**src/rtl/ps2_host_tx.sv**
```systemverilog
// ps2_host_tx: PS/2 host-to-device command transmitter driving open-drain line enables.
// Define PS2_TX_RETRY_EN to retry a failed frame once before reporting an error.
module ps2_host_tx #(
  parameter int INHIBIT_CYCLES = 12000,
  parameter int TIMEOUT_CYCLES = 200000
) (
  input  logic       clk,
  input  logic       reset_n,
  input  logic [7:0] tx_data,
  input  logic       tx_valid,
  output logic       tx_ready,
  output logic       tx_done,
  output logic       tx_error,
  output logic       busy,
  input  logic       ps2_clk_in,
  input  logic       ps2_data_in,
  output logic       ps2_clk_oe,
  output logic       ps2_data_oe
);

  localparam int INH_W = $clog2(INHIBIT_CYCLES + 1);
  localparam int TO_W  = $clog2(TIMEOUT_CYCLES + 1);

  typedef enum logic [2:0] {
    S_IDLE,
    S_INHIBIT,
    S_REQ,
    S_SEND,
    S_ACK,
    S_WAIT_REL,
    S_ERROR
  } state_t;

  state_t r_state;
  state_t w_nextState;
  state_t w_failState;

  logic             r_clkMeta;
  logic             r_clkSync;
  logic             r_clkPrev;
  logic             r_dataMeta;
  logic             r_dataSync;
  logic [7:0]       r_txByte;
  logic             r_parity;
  logic [INH_W-1:0] r_inhCnt;
  logic [TO_W-1:0]  r_toCnt;
  logic [3:0]       r_bitCnt;
  logic             r_dataOe;

  logic w_accept;
  logic w_clkFall;
  logic w_timing;
  logic w_timeout;
  logic w_inhDone;
  logic w_released;
  logic w_sendBit;

  // Idle lines float high, so the synchronisers reset to 1 to avoid a false fall.
  always_ff @(posedge clk or negedge reset_n) begin
    if (!reset_n) begin
      r_clkMeta  <= 1'b1;
      r_clkSync  <= 1'b1;
      r_clkPrev  <= 1'b1;
      r_dataMeta <= 1'b1;
      r_dataSync <= 1'b1;
    end else begin
      r_clkMeta  <= ps2_clk_in;
      r_clkSync  <= r_clkMeta;
      r_clkPrev  <= r_clkSync;
      r_dataMeta <= ps2_data_in;
      r_dataSync <= r_dataMeta;
    end
  end

  assign w_accept   = (r_state == S_IDLE) && tx_valid;
  assign w_clkFall  = r_clkPrev && !r_clkSync;
  assign w_timing   = (r_state == S_SEND) || (r_state == S_ACK) || (r_state == S_WAIT_REL);
  assign w_timeout  = w_timing && (r_toCnt == TO_W'(TIMEOUT_CYCLES - 1));
  assign w_inhDone  = (r_inhCnt == INH_W'(INHIBIT_CYCLES - 1));
  assign w_released = r_clkSync && r_dataSync;
  assign w_sendBit  = (r_state == S_SEND) && w_clkFall && !w_timeout;

`ifdef PS2_TX_RETRY_EN
  logic r_retried;
  logic w_failEvent;

  assign w_failEvent = w_timeout || ((r_state == S_ACK) && w_clkFall && r_dataSync);
  assign w_failState = r_retried ? S_ERROR : S_INHIBIT;

  always_ff @(posedge clk or negedge reset_n) begin
    if (!reset_n) begin
      r_retried <= 1'b0;
    end else if (w_accept) begin
      r_retried <= 1'b0;
    end else if (w_failEvent) begin
      r_retried <= 1'b1;
    end
  end
`else
  assign w_failState = S_ERROR;
`endif

  always_ff @(posedge clk or negedge reset_n) begin
    if (!reset_n) begin
      r_state <= S_IDLE;
    end else begin
      r_state <= w_nextState;
    end
  end

  // Timeout is checked before edge handling so it wins on a coincident fall.
  always_comb begin
    w_nextState = r_state;
    case (r_state)
      S_IDLE:     if (tx_valid) w_nextState = S_INHIBIT;
      S_INHIBIT:  if (w_inhDone) w_nextState = S_REQ;
      S_REQ:      w_nextState = S_SEND;
      S_SEND: begin
        if (w_timeout) w_nextState = w_failState;
        else if (w_clkFall && (r_bitCnt == 4'd9)) w_nextState = S_ACK;
      end
      S_ACK: begin
        if (w_timeout) w_nextState = w_failState;
        else if (w_clkFall) w_nextState = r_dataSync ? w_failState : S_WAIT_REL;
      end
      S_WAIT_REL: begin
        if (w_timeout) w_nextState = w_failState;
        else if (w_released) w_nextState = S_IDLE;
      end
      S_ERROR:    w_nextState = S_IDLE;
      default:    w_nextState = S_IDLE;
    endcase
  end

  always_comb begin
    tx_ready    = (r_state == S_IDLE);
    busy        = (r_state != S_IDLE);
    tx_done     = (r_state == S_WAIT_REL) && w_released && !w_timeout;
    tx_error    = (r_state == S_ERROR);
    ps2_clk_oe  = (r_state == S_INHIBIT) || (r_state == S_REQ);
    ps2_data_oe = (r_state == S_REQ) || ((r_state == S_SEND) && r_dataOe);
  end

  always_ff @(posedge clk or negedge reset_n) begin
    if (!reset_n) begin
      r_txByte <= '0;
      r_parity <= 1'b0;
      r_inhCnt <= '0;
      r_toCnt  <= '0;
      r_bitCnt <= '0;
      r_dataOe <= 1'b0;
    end else begin
      if (w_accept) begin
        r_txByte <= tx_data;
        r_parity <= ~^tx_data;
      end

      r_inhCnt <= (r_state == S_INHIBIT) ? r_inhCnt + 1'b1 : '0;

      if (r_state == S_REQ) r_toCnt <= '0;
      else if (w_timing)    r_toCnt <= r_toCnt + 1'b1;

      // Fall n presents bit n-1; the start bit is already on the line from REQ.
      if (r_state == S_REQ) begin
        r_bitCnt <= '0;
        r_dataOe <= 1'b1;
      end else if (w_sendBit) begin
        r_bitCnt <= r_bitCnt + 1'b1;
        if (r_bitCnt < 4'd8)       r_dataOe <= ~r_txByte[r_bitCnt[2:0]];
        else if (r_bitCnt == 4'd8) r_dataOe <= ~r_parity;
        else                       r_dataOe <= 1'b0;
      end
    end
  end

endmodule
```
**config.mk**
```make
export PLATFORM = sky130hd
export DESIGN_NAME = ps2_host_tx
export DESIGN_NICKNAME = d
export VERILOG_FILES = /design/src/rtl/ps2_host_tx.sv
export SDC_FILE = /design/constraint.sdc
export NUM_CORES = 1
export LEC_CHECK = 0
export ABC_AREA = 1
export CELL_PAD_IN_SITES_DETAIL_PLACEMENT = 1
export CELL_PAD_IN_SITES_GLOBAL_PLACEMENT = 1
export CORE_ASPECT_RATIO = 1.75
export CORE_UTILIZATION = 42
export CTS_CLUSTER_DIAMETER = 60
export DETAILED_ROUTE_END_ITERATION = 10
export DONT_BUFFER_PORTS = 1
export GPL_TIMING_DRIVEN = 1
export PLACE_DENSITY = 0.75
export SETUP_SLACK_MARGIN = 0.2
export SYNTH_ARGS = -nofsm -noshare
export SYNTH_HDL_FRONTEND = slang
export SYNTH_SLANG_ARGS = --single-unit
```
**constraint.sdc**
```tcl
create_clock -name clk -period 1.4 [get_ports clk]
set_input_delay 0.07 -clock clk [delete_from_list [all_inputs] [get_ports clk]]
set_output_delay 0.07 -clock clk [all_outputs]
set_load 0.1 [all_outputs]
```
==> flow_summary.ini, run 1 <==
[run_status]
status = aborted with a tool error
stop_stage = global routing
error = [ERROR GRT-0232] Routing congestion too high. Check the congestion heatmap in the GUI.

[synthesis]
synth_seq_cells = 54
synth_edf_count = 0
synthAdderAreaFrac = 0.02124
synth_top_area_cell = dfrtp_1
yosys_warnings = 0
syn_area_per_cell_sq_um = 7.611
syn-num-nets = 405
ys_seq_area_frac = 0.4609
ys_types = 34
synthSimpleGateAreaFrac = 0.3169
async_flop_share = 1.000
syn_area_sq_um = 2945
synth_ff_type = dfrtp_1
synth_top_family_by_area = simple AND/OR/NAND/NOR gates
synth_top_cell_area_share = 0.4163
synth_compound_gate_area_share = 0.09516
synthCells = 387
yosys-mux-area-fraction = 0
synthXorXnorAreaFrac = 0.03271
synth_area_leaders = dfrtp_1 (42%), nand2_1 (14%), inv_1 (5.1%), nand3_1 (5.1%), nor2_1 (4.7%)

[floorplanning]
die_w_um = 65.30
die_y_um = 112.8
start_util = 0.4327
io_pins = 19
rows = 40

[clocking]
cts_buffer_depth = 2
cts_root_buf = clkbuf_16
cts_buffers = 5
htree_levels = 2
cts_sinks = 54

[placed_design]
gp_congestion = 0.8719
placed_area_sq_um = 3774
numPortBuffers = 0
dp_hpwl_mm = 6.954

[sta]
worst-ep-kind = primary output
grt-worst-endpoint = tx_done

[global_route]
grt_max_degree = 55
grt_use_total = 0.7408
grt_overflow = 114
==> cell families after synthesis <==
| kind of cell | count (synthesis) |
|---|---|
| xor gates and xnor gates | 11 |
| and+or+nand+nor | 211 |
| DFF | 54 |
| adders and majority gates | 5 |
| AOI/OAI and AO/OA | 52 |
| buffers and inverters | 54 |
==> metal layers <==
metal  GRT overflow  track usage
met1              1       0.7086
met2             54       0.9450
met3              2       0.4808
met4             57       0.8942
met5              0      0.03676
==> stage by stage <==
step / std cells / setup TNS (ps) / hold slack, ps / utilization / setup slack (ps)
after floorplan: 387 / -1284 / -225.6 / - / -202.0
after global placement: 539 / -3800 / -223.9 / 0.5544 / -211.3
after detailed placement: 539 / -6700 / -224.3 / 0.5544 / -346.3
after CTS: 588 / -6053 / -550.8 / 0.6952 / -382.7
==> timing repair <==
action                                 CTS
hold buffers                            10
setup buffers                           31
endpoints found under the hold margin   64
gates resized for setup                122
pin swaps                               32
setup endpoints to repair               55
==> Yosys cell counts, types with 2 or more instances <==
cell	instances
a21oi_1	20
a31oi_1	2
dfrtp_1	49
dfstp_2	5
ha_1	5
inv_1	40
inv_2	10
nand2_1	109
nand3_1	30
nand4_1	9
nor2_1	37
nor2_2	2
nor3_1	16
o21a_1	3
o21ai_0	14
o21ai_1	9
xnor2_1	6
xor2_1	5
==> run 2: changes to the inputs <==
==> config.mk (replaced) <==
export PLATFORM = sky130hd
export DESIGN_NAME = ps2_host_tx
export DESIGN_NICKNAME = d
export VERILOG_FILES = /design/src/rtl/ps2_host_tx.sv
export SDC_FILE = /design/constraint.sdc
export NUM_CORES = 1
export LEC_CHECK = 0
export ABC_AREA = 1
export CORE_UTILIZATION = 40
export DETAILED_ROUTE_END_ITERATION = 10
export DONT_BUFFER_PORTS = 1
export GPL_TIMING_DRIVEN = 1
export PLACE_DENSITY_LB_ADDON = 0.15
export SYNTH_ARGS = -nofsm -noshare
export SYNTH_HDL_FRONTEND = slang
export SYNTH_SLANG_ARGS = --single-unit
==> constraint.sdc (replaced) <==
create_clock -name clk -period 1.82 [get_ports clk]
set_input_delay 0.091 -clock clk [delete_from_list [all_inputs] [get_ports clk]]
set_output_delay 0.091 -clock clk [all_outputs]
set_load 0.1 [all_outputs]
==> flow_summary.ini, run 2 <==
[clocking]
clkTransAtPathRegs_ps = 90
clock_latency_ps = 300
htree_levels = 2
cts_root_buf = clkbuf_8
cts_buffers = 5
cts_sinks = 54
cts_tree = built
cts_buffer_depth = 2

[worst_setup_path]
cp.depth = 7
crit_buf_inv = 3
path_common_cell = inv_1
critPathLaunchType = flip-flop
arrival_ps = 1660
setup.worst_path.class = reg2out
crit_chain = inv_1 -> nand3_1 -> nor2_1 -> nand4_1 -> nand2_1 -> inv_1 -> buf_12
slowest_stage = dfrtp_1
r2r-end = r_toCnt[9]
crit_family = simple AND/OR/NAND/NOR gates
cpPeakStageDelay_ps = 430
cp-endpoint = tx_done
critPathLaunch = r_toCnt[7]
worstPathRequired_ps = 1730
worst-path-max-fanout = 4
rr_startpoint = r_state[1]
ff2ff_path_depth = 9
ff2ff_setup_slack_ps = 130
end_kind = output port

[finish]
largest_reg_flops = 18
syn_to_final_growth_pct = 19.41
top_register = r_toCnt
final_common_cell = nand2_1
stdcell_area_sq_um = 3517
fillers = 688
largestRegisters = r_toCnt (18), r_inhCnt (14), r_txByte (8)
layout_common_cells = nand2_1 (107), dfrtp_1 (47), inv_1 (39)
antennaDiodeCount = 0
instances_no_fill = 521
drive_above_1_share = 0.1506
final_util = 0.5065
nNetsFinal = 442

[flow_run]
drv_cap = 0

[synthesis]
synth_top_cell_area_share = 0.4163
ys_types = 34
async_flop_share = 1.000
ys_seq_area_frac = 0.4609
syn-num-nets = 405
syn_area_per_cell_sq_um = 7.611
syn_area_sq_um = 2945
ys_top_cells_by_count = nand2_1 (109), dfrtp_1 (49), inv_1 (40)
synthCells = 387
synth_top_area_cell = dfrtp_1
yosys_warnings = 0
synth.most_common_cell = nand2_1
synth_seq_cells = 54
synth_area_leaders = dfrtp_1 (42%), nand2_1 (14%), inv_1 (5.1%), nand3_1 (5.1%), nor2_1 (4.7%)
synth_edf_count = 0
synth_ff_type = dfrtp_1

[sta]
slew_headroom = 0.7806
tns_ps = 0
fin_ws_ps = 68.63
hold_violations = 0
clock_skew_ps = 3.741
setup_viol = 0
tightest_slew_ps = 326.5
final_max_slew_viol_count = 0
period_needed_ps = 1751
min_period_over_period = 0.9623
rsz0062_at_grt = yes
fmax_ghz = 0.5710

[route]
viasPerCell = 4.887
num_vias = 2546
ant_nets = 0
drc_errors = 0
wl_mm = 6.424
dr.pass1.iters = 4
routedWlPerCell_um = 12.33
drtIter0Drc = 132

[floorplanning]
io_pins = 19
rows = 30
die_w_um = 87.81
start_util = 0.4241
die_y_um = 87.81
dieArea_sq_um = 7711
core_sq_um = 6944

[placed_design]
dp_hpwl_mm = 4.559
numPortBuffers = 0
dpl_worst_slack_ps = 76.39
dp_cells = 493
placed_area_sq_um = 3201
gp_congestion = 0.8285

[global_route]
grt_pass1_vias = 2453
met1_usage = 0.2406
use_met3 = 0.02074
grt_pass1_wl_mm = 10.96
use_met2 = 0.3122
grt_busiest_layer = met2
grt_max_degree = 55
grt_use_total = 0.1810
antenna_found_initial = 0
grt_overflow = 0

[pwr]
comb_power_share = 0.480
power_frac_clock = 0.153
switching_share = 0.4547
seq_power_share = 0.367
power_leakage_nw = 1.586
p_sw_mw = 2.062
p_int_mw = 2.473
ir_drop_uv = 1099
p_per_area_nw_per_um2 = 1289

[run_status]
status = completed

[min_path]
hold-path-cell-count = 5
min_path_type = in2reg
run 2: how the worst min path moves through the flow:
stage | startpoint | endpoint
final | tx_valid | r_txByte[6]
after global routing | tx_valid | r_txByte[7]
after CTS | tx_valid | r_txByte[6]
after detailed placement | reset_n | r_inhCnt[9]
after global placement | reset_n | r_inhCnt[9]
after floorplan | reset_n | r_bitCnt[0]
run 2: power by group through the flow:
stage	clock network, mW	registers [mW]	logic, mW
after detailed placement	0	1.68	2.03
after CTS	0.720	1.65	2.10
final	0.696	1.66	2.18
after global routing	0.758	1.70	2.40
after floorplan	0	1.61	1.61
after global placement	0	1.67	2.01
run 2: metal layers:
metal,vias to the layer above,wire length [um]
met2,38,3237
met4,0,46
met5,-,0
li1,1327,-
met3,4,147
met1,1177,2992
run 2: logic make-up (layout without fill, tap and decap cells):
logic type	Yosys count	after routing	share of synthesized area
AO/OA/AOI/OAI	52	52	0.09516
adder cells (fa/ha/maj)	5	5	0.02124
buffers and inverters	54	92	0.07306
AND/OR/NAND/NOR	211	211	0.3169
XOR/XNOR	11	11	0.03271
flip-flops	54	54	0.4609
run 2: through the flow:
stage,power (mW),hold WS (ps)
floorplan,3.221,-204.6
global placement,3.682,-203.1
detailed placement,3.711,-203.2
CTS,4.475,158.3
global route,4.862,189.1
finish,4.534,157.5
run 2: area by class of cell:
class                           instances  area (sq um)  area share
Multi-Input combinational cell        279          1420      0.4038
Sequential cell                        54          1360      0.3867
Timing Repair Buffer                   34         327.8     0.09321
Inverter                               50         197.7     0.05621
Tap cell                               96         120.1     0.03415
Clock buffer                            7         86.33     0.02455
Clock inverter                          1         5.005    0.001423
run 2: tightest hold or removal path, delay by kind of cell:
family,cells,cell delay [ps]
buffers and inverters,2,180
and+or+nand+nor,3,150
run 2: what timing repair did:
| action | 4_1_cts | 5_1_grt |
|---|---|---|
| hold endpoints to repair | 64 | 0 |
| hold buffers | 12 | 0 |
| setup buffers | 2 | 6 |
| setup endpoints to repair | 2 | 11 |
| pin swaps | 2 | 1 |
| resized for setup | 1 | 9 |
Power figures use the tool's default switching activity.
==> run 3: changes to the inputs <==
==> constraint.sdc (replaced) <==
create_clock -name clk -period 1.7 [get_ports clk]
set_input_delay 0.085 -clock clk [delete_from_list [all_inputs] [get_ports clk]]
set_output_delay 0.085 -clock clk [all_outputs]
set_load 0.1 [all_outputs]
==> flow_summary.ini, run 3 (same netlist as run 2, synthesis figures left out) <==
[route]
num_vias = 2650
ant_nets = 0
wl_mm = 6.468
routedWlPerCell_um = 11.89
drc_errors = 0
viasPerCell = 4.871
dr.pass1.iters = 4
drtIter0Drc = 111

[finish]
syn_to_final_growth_pct = 26.93
largestRegisters = r_toCnt (18), r_inhCnt (14), r_txByte (8)
layout_common_cells = nand2_1 (107), dfrtp_1 (46), buf_4 (40)
final_util = 0.5384
final_common_cell = nand2_1
nNetsFinal = 465
top_register = r_toCnt
drive_above_1_share = 0.2165
antennaDiodeCount = 0
largest_reg_flops = 18

[sta]
setup_viol = 0
clock_skew_ps = 9.589
hold_violations = 0
period_needed_ps = 1651
slew_headroom = 0.7463
fin_ws_ps = 48.53
min_period_over_period = 0.9715
final_max_slew_viol_count = 0
fmax_ghz = 0.6055
rsz0062_at_grt = yes
tightest_slew_ps = 377.1

[worst_setup_path]
setup.worst_path.class = reg2out
cpPeakStageDelay_ps = 470
arrival_ps = 1570
worst-path-max-fanout = 4
crit_buf_inv = 3
critPathLaunchType = flip-flop
slowest_stage = dfrtp_2
worstPathRequired_ps = 1620
ff2ff_path_depth = 10
cp.depth = 7
crit_chain = inv_4 -> nand2_1 -> nand2_4 -> nand4_1 -> nand2_1 -> inv_2 -> buf_12
crit_family = simple AND/OR/NAND/NOR gates
path_common_cell = nand2_1
end_kind = output port

[pwr]
power_leakage_nw = 1.702
p_per_area_nw_per_um2 = 1371
ir_drop_uv = 1070

[floorplanning]
dieArea_sq_um = 7711
start_util = 0.4241
io_pins = 19
core_sq_um = 6944
die_y_um = 87.81
rows = 30
die_w_um = 87.81

[clocking]
clkTransAtPathRegs_ps = 90
cts_root_buf = clkbuf_8
clock_latency_ps = 310
cts_buffer_depth = 2
htree_levels = 2
cts_buffers = 5
cts_sinks = 54
cts_tree = built

[flow_run]
drv_cap = 0

[min_path]
hold-path-cell-count = 4
min_path_type = in2reg

[global_route]
grt_use_total = 0.1862
antenna_found_initial = 0
grt_overflow = 0
grt_pass1_wl_mm = 11.27
grt_pass1_vias = 2571
grt_max_degree = 55

[placed_design]
numPortBuffers = 0
dp_hpwl_mm = 4.549
dpl_worst_slack_ps = 10.23
gp_congestion = 0.8650

[run_status]
status = completed
run 3: cell types whose count changed in the layout (fill, tap and decap cells not counted), moves of 2 or more:
cell	previous run	this run
nor2_2	3	8
nor2_1	35	30
nand3_1	30	28
buf_4	20	40
nand3_2	1	3
buf_6	0	3
run 3: stage by stage:
stage               hold slack [ps]  TNS (ps)  power, mW  std cells  instance area (sq um)
finish                        43.87         0      5.127        544                   3739
global route                  89.98    -59.29      5.503        544                   3739
CTS                           46.88         0      4.996        526                   3557
detailed placement           -208.1         0      4.132        503                   3288
global placement             -208.0         0      4.108        503                   3288
floorplan                    -210.6    -128.4      3.486        387                   2984
run 3: worst reg2reg max path: stages, from the launching register on:
cell	delay [ps]
dfrtp_2	450
inv_4	70
nand2_1	120
nand2_4	60
buf_4	150
nor2_8	140
inv_2	90
nand2_1	120
nor2_1	70
a21oi_1	130
o21a_1	130
run 3: report_power, final:
part	total, mW	switching (mW)	internal [mW]
sequential	1.80	0.252	1.55
clock	0.707	0.420	0.287
combinational	2.62	1.64	0.988
total	5.13	2.31	2.82
run 3: timing repair:
action,4_1_cts,5_1_grt
setup endpoints to repair,7,18
resized for setup,9,14
buffers inserted,3,18
hold buffers,12,0
pin swaps,2,10
hold endpoints to repair,64,0
run 3: cell type report:
type,count,area [sq um]
multi-input combinational,279,1460
clock inverter,2,10.01
sequential,54,1361
fill,666,3206
timing repair buffer,57,511.7
clock buffer,6,72.57
tap,96,120.1
inverter,50,202.7
run 3: worst paths after layout:
| kind | endpoint | startpoint | slack [ps] |
|---|---|---|---|
| max | tx_done | r_state[1] | 50 |
| min | r_txByte[6] | tx_valid | 40 |
| max reg2reg | r_toCnt[9] | r_state[1] | 130 |
| min reg2reg | r_dataSync | r_dataMeta | 360 |
| max in group asynchronous | r_dataMeta | reset_n | 1110 |
| min in group asynchronous | r_inhCnt[1] | reset_n | 280 |
run 3: per-layer routing:
layer,vias to the layer above,share of wire,wire length (um),global-route usage
li1,1371,-,-,-
met1,1225,0.50,3205,0.2540
met2,48,0.46,2984,0.3009
met3,6,0.031,200,0.03110
met4,0,0.012,78,0.06259
met5,-,0,0,0
==> run 4: changes to the inputs <==
--- a/config.mk
+++ b/config.mk
@@ -6,6 +6,8 @@
 export NUM_CORES = 1
 export LEC_CHECK = 0
 export ABC_AREA = 1
+export CELL_PAD_IN_SITES_DETAIL_PLACEMENT = 0
+export CELL_PAD_IN_SITES_GLOBAL_PLACEMENT = 1
 export CORE_UTILIZATION = 40
 export DETAILED_ROUTE_END_ITERATION = 10
 export DONT_BUFFER_PORTS = 1
==> flow_summary.ini, run 4 (same netlist as run 2, synthesis figures left out) <==
[run_status]
status = finished with violations
violations = setup timing

[worst_setup_path]
end_kind = output port
worst-path-max-fanout = 4
critPathLaunchType = flip-flop
crit_buf_inv = 3
worstPathRequired_ps = 1620
crit_chain = inv_1 -> nand3_1 -> nor2_2 -> nand4_1 -> nand2_1 -> inv_2 -> buf_12
slowest_stage = dfrtp_1
setup.worst_path.class = reg2out
cpPeakStageDelay_ps = 410
arrival_ps = 1660
crit_family = simple AND/OR/NAND/NOR gates

[floorplanning]
dieArea_sq_um = 7711
die_w_um = 87.81
die_y_um = 87.81
core_sq_um = 6944
io_pins = 19
rows = 30
start_util = 0.4241

[sta]
final_max_slew_viol_count = 0
period_needed_ps = 1746
clock_skew_ps = 8.469
min_period_over_period = 1.027
hold_violations = 0
setup_viol = 1
fin_ws_ps = -46.14
rsz0062_at_grt = yes
fmax_ghz = 0.5727
tightest_slew_ps = 365.0
slew_headroom = 0.7544

[pwr]
switching_share = 0.4559
p_int_mw = 2.800
comb_power_share = 0.511
power_frac_clock = 0.141
seq_power_share = 0.348
p_per_area_nw_per_um2 = 1371
ir_drop_uv = 1235
power_leakage_nw = 1.704
p_total_mw = 5.147
p_sw_mw = 2.346

[global_route]
grt_overflow = 0
grt_use_total = 0.1938
grt_pass1_wl_mm = 11.67
grt_max_degree = 55
grt_pass1_vias = 2618
antenna_found_initial = 0

[placed_design]
gp_congestion = 0.8104
dpl_worst_slack_ps = 41.53
dp_hpwl_mm = 4.691
numPortBuffers = 0

[route]
num_vias = 2657
ant_nets = 0
drc_errors = 0
wl_mm = 6.598
dr.pass1.iters = 4
drtIter0Drc = 145
viasPerCell = 4.920
routedWlPerCell_um = 12.22

[finish]
largest_reg_flops = 18
largestRegisters = r_toCnt (18), r_inhCnt (14), r_txByte (8)
final_common_cell = nand2_1
final_util = 0.5405
layout_common_cells = nand2_1 (104), dfrtp_1 (46), inv_1 (38)
syn_to_final_growth_pct = 27.44
drive_above_1_share = 0.2117
fillers = 686
top_register = r_toCnt
nNetsFinal = 461
antennaDiodeCount = 0

[clocking]
cts_root_buf = clkbuf_8
cts_sinks = 54
htree_levels = 2
clkTransAtPathRegs_ps = 100
cts_buffer_depth = 2
clock_latency_ps = 310
cts_tree = built
cts_buffers = 5

[min_path]
min_path_type = in2reg

[flow_run]
drv_cap = 0
run 4: cell types whose count changed in the layout (fill, tap and decap cells not counted), moves of 2 or more:
cell     previous run  this run
inv_2              10         6
nor2_4              1         3
buf_4              40        35
nor2_2              8         6
nand2_1           107       104
inv_4               1         5
nand2_2             1         3
run 4: final timing paths:
path,depth (start not counted),to,slack (ps),startpoint
max reg2reg,9,r_toCnt[9],80,r_state[2]
min in group asynchronous,2,r_toCnt[9],300,reset_n
min,4,r_txByte[5],20,tx_valid
max,7,tx_done,-50,r_toCnt[6]
min reg2reg,0,r_dataSync,360,r_dataMeta
max in group asynchronous,2,r_clkMeta,1120,reset_n
run 4: timing repair:
| item | in CTS | in global routing |
|---|---|---|
| gates cloned | 0 | 0 |
| resized for setup | 13 | 21 |
| setup buffers | 8 | 12 |
| pin swaps | 4 | 10 |
| hold buffers | 12 | 0 |
| endpoints found under the hold margin | 64 | 0 |
| setup endpoints to repair | 3 | 15 |
run 4: metrics by stage:
step	cell area, sq um	std cells	hold slack [ps]	setup TNS (ps)
detailed placement	3266	500	-208.2	0
finish	3754	540	24.89	-46.14
global route	3754	540	62.00	-213.1
CTS	3577	528	25.25	-37.63
global placement	3266	500	-209.0	0
floorplan	2984	387	-210.6	-128.4
run 4: worst reg2reg max path: cells and delay by family (launching register included):
| kind | cells | cell delay, ps |
|---|---|---|
| AND/OR/NAND/NOR | 4 | 490 |
| buffers and inverters | 3 | 390 |
| flip-flops | 1 | 470 |
| AO/OA/AOI/OAI | 2 | 170 |
run 4: area by class of cell:
| class | count | area [sq um] | area share |
|---|---|---|---|
| multi-input combinational | 279 | 1484 | 0.3953 |
| sequential | 54 | 1361 | 0.3627 |
| timing repair buffer | 53 | 489.2 | 0.1303 |
| inverter | 50 | 212.7 | 0.05667 |
| tap | 96 | 120.1 | 0.03200 |
| clock buffer | 6 | 72.57 | 0.01933 |
| clock inverter | 2 | 13.76 | 0.003667 |
run 4: layer usage:
metal,part of all wire,wire length [um],GRT usage
met5,0,0,0
met4,0.012,82,0.05514
met3,0.031,202,0.03299
met2,0.48,3151,0.3270
met1,0.48,3161,0.2564
run 4: power groups by stage:
stage / clock, mW / combinational, mW / sequential (mW)
after floorplan: 0 / 1.76 / 1.73
after global placement: 0 / 2.26 / 1.80
after detailed placement: 0 / 2.26 / 1.81
after CTS: 0.749 / 2.45 / 1.78
after global routing: 0.800 / 2.90 / 1.83
final: 0.727 / 2.63 / 1.79
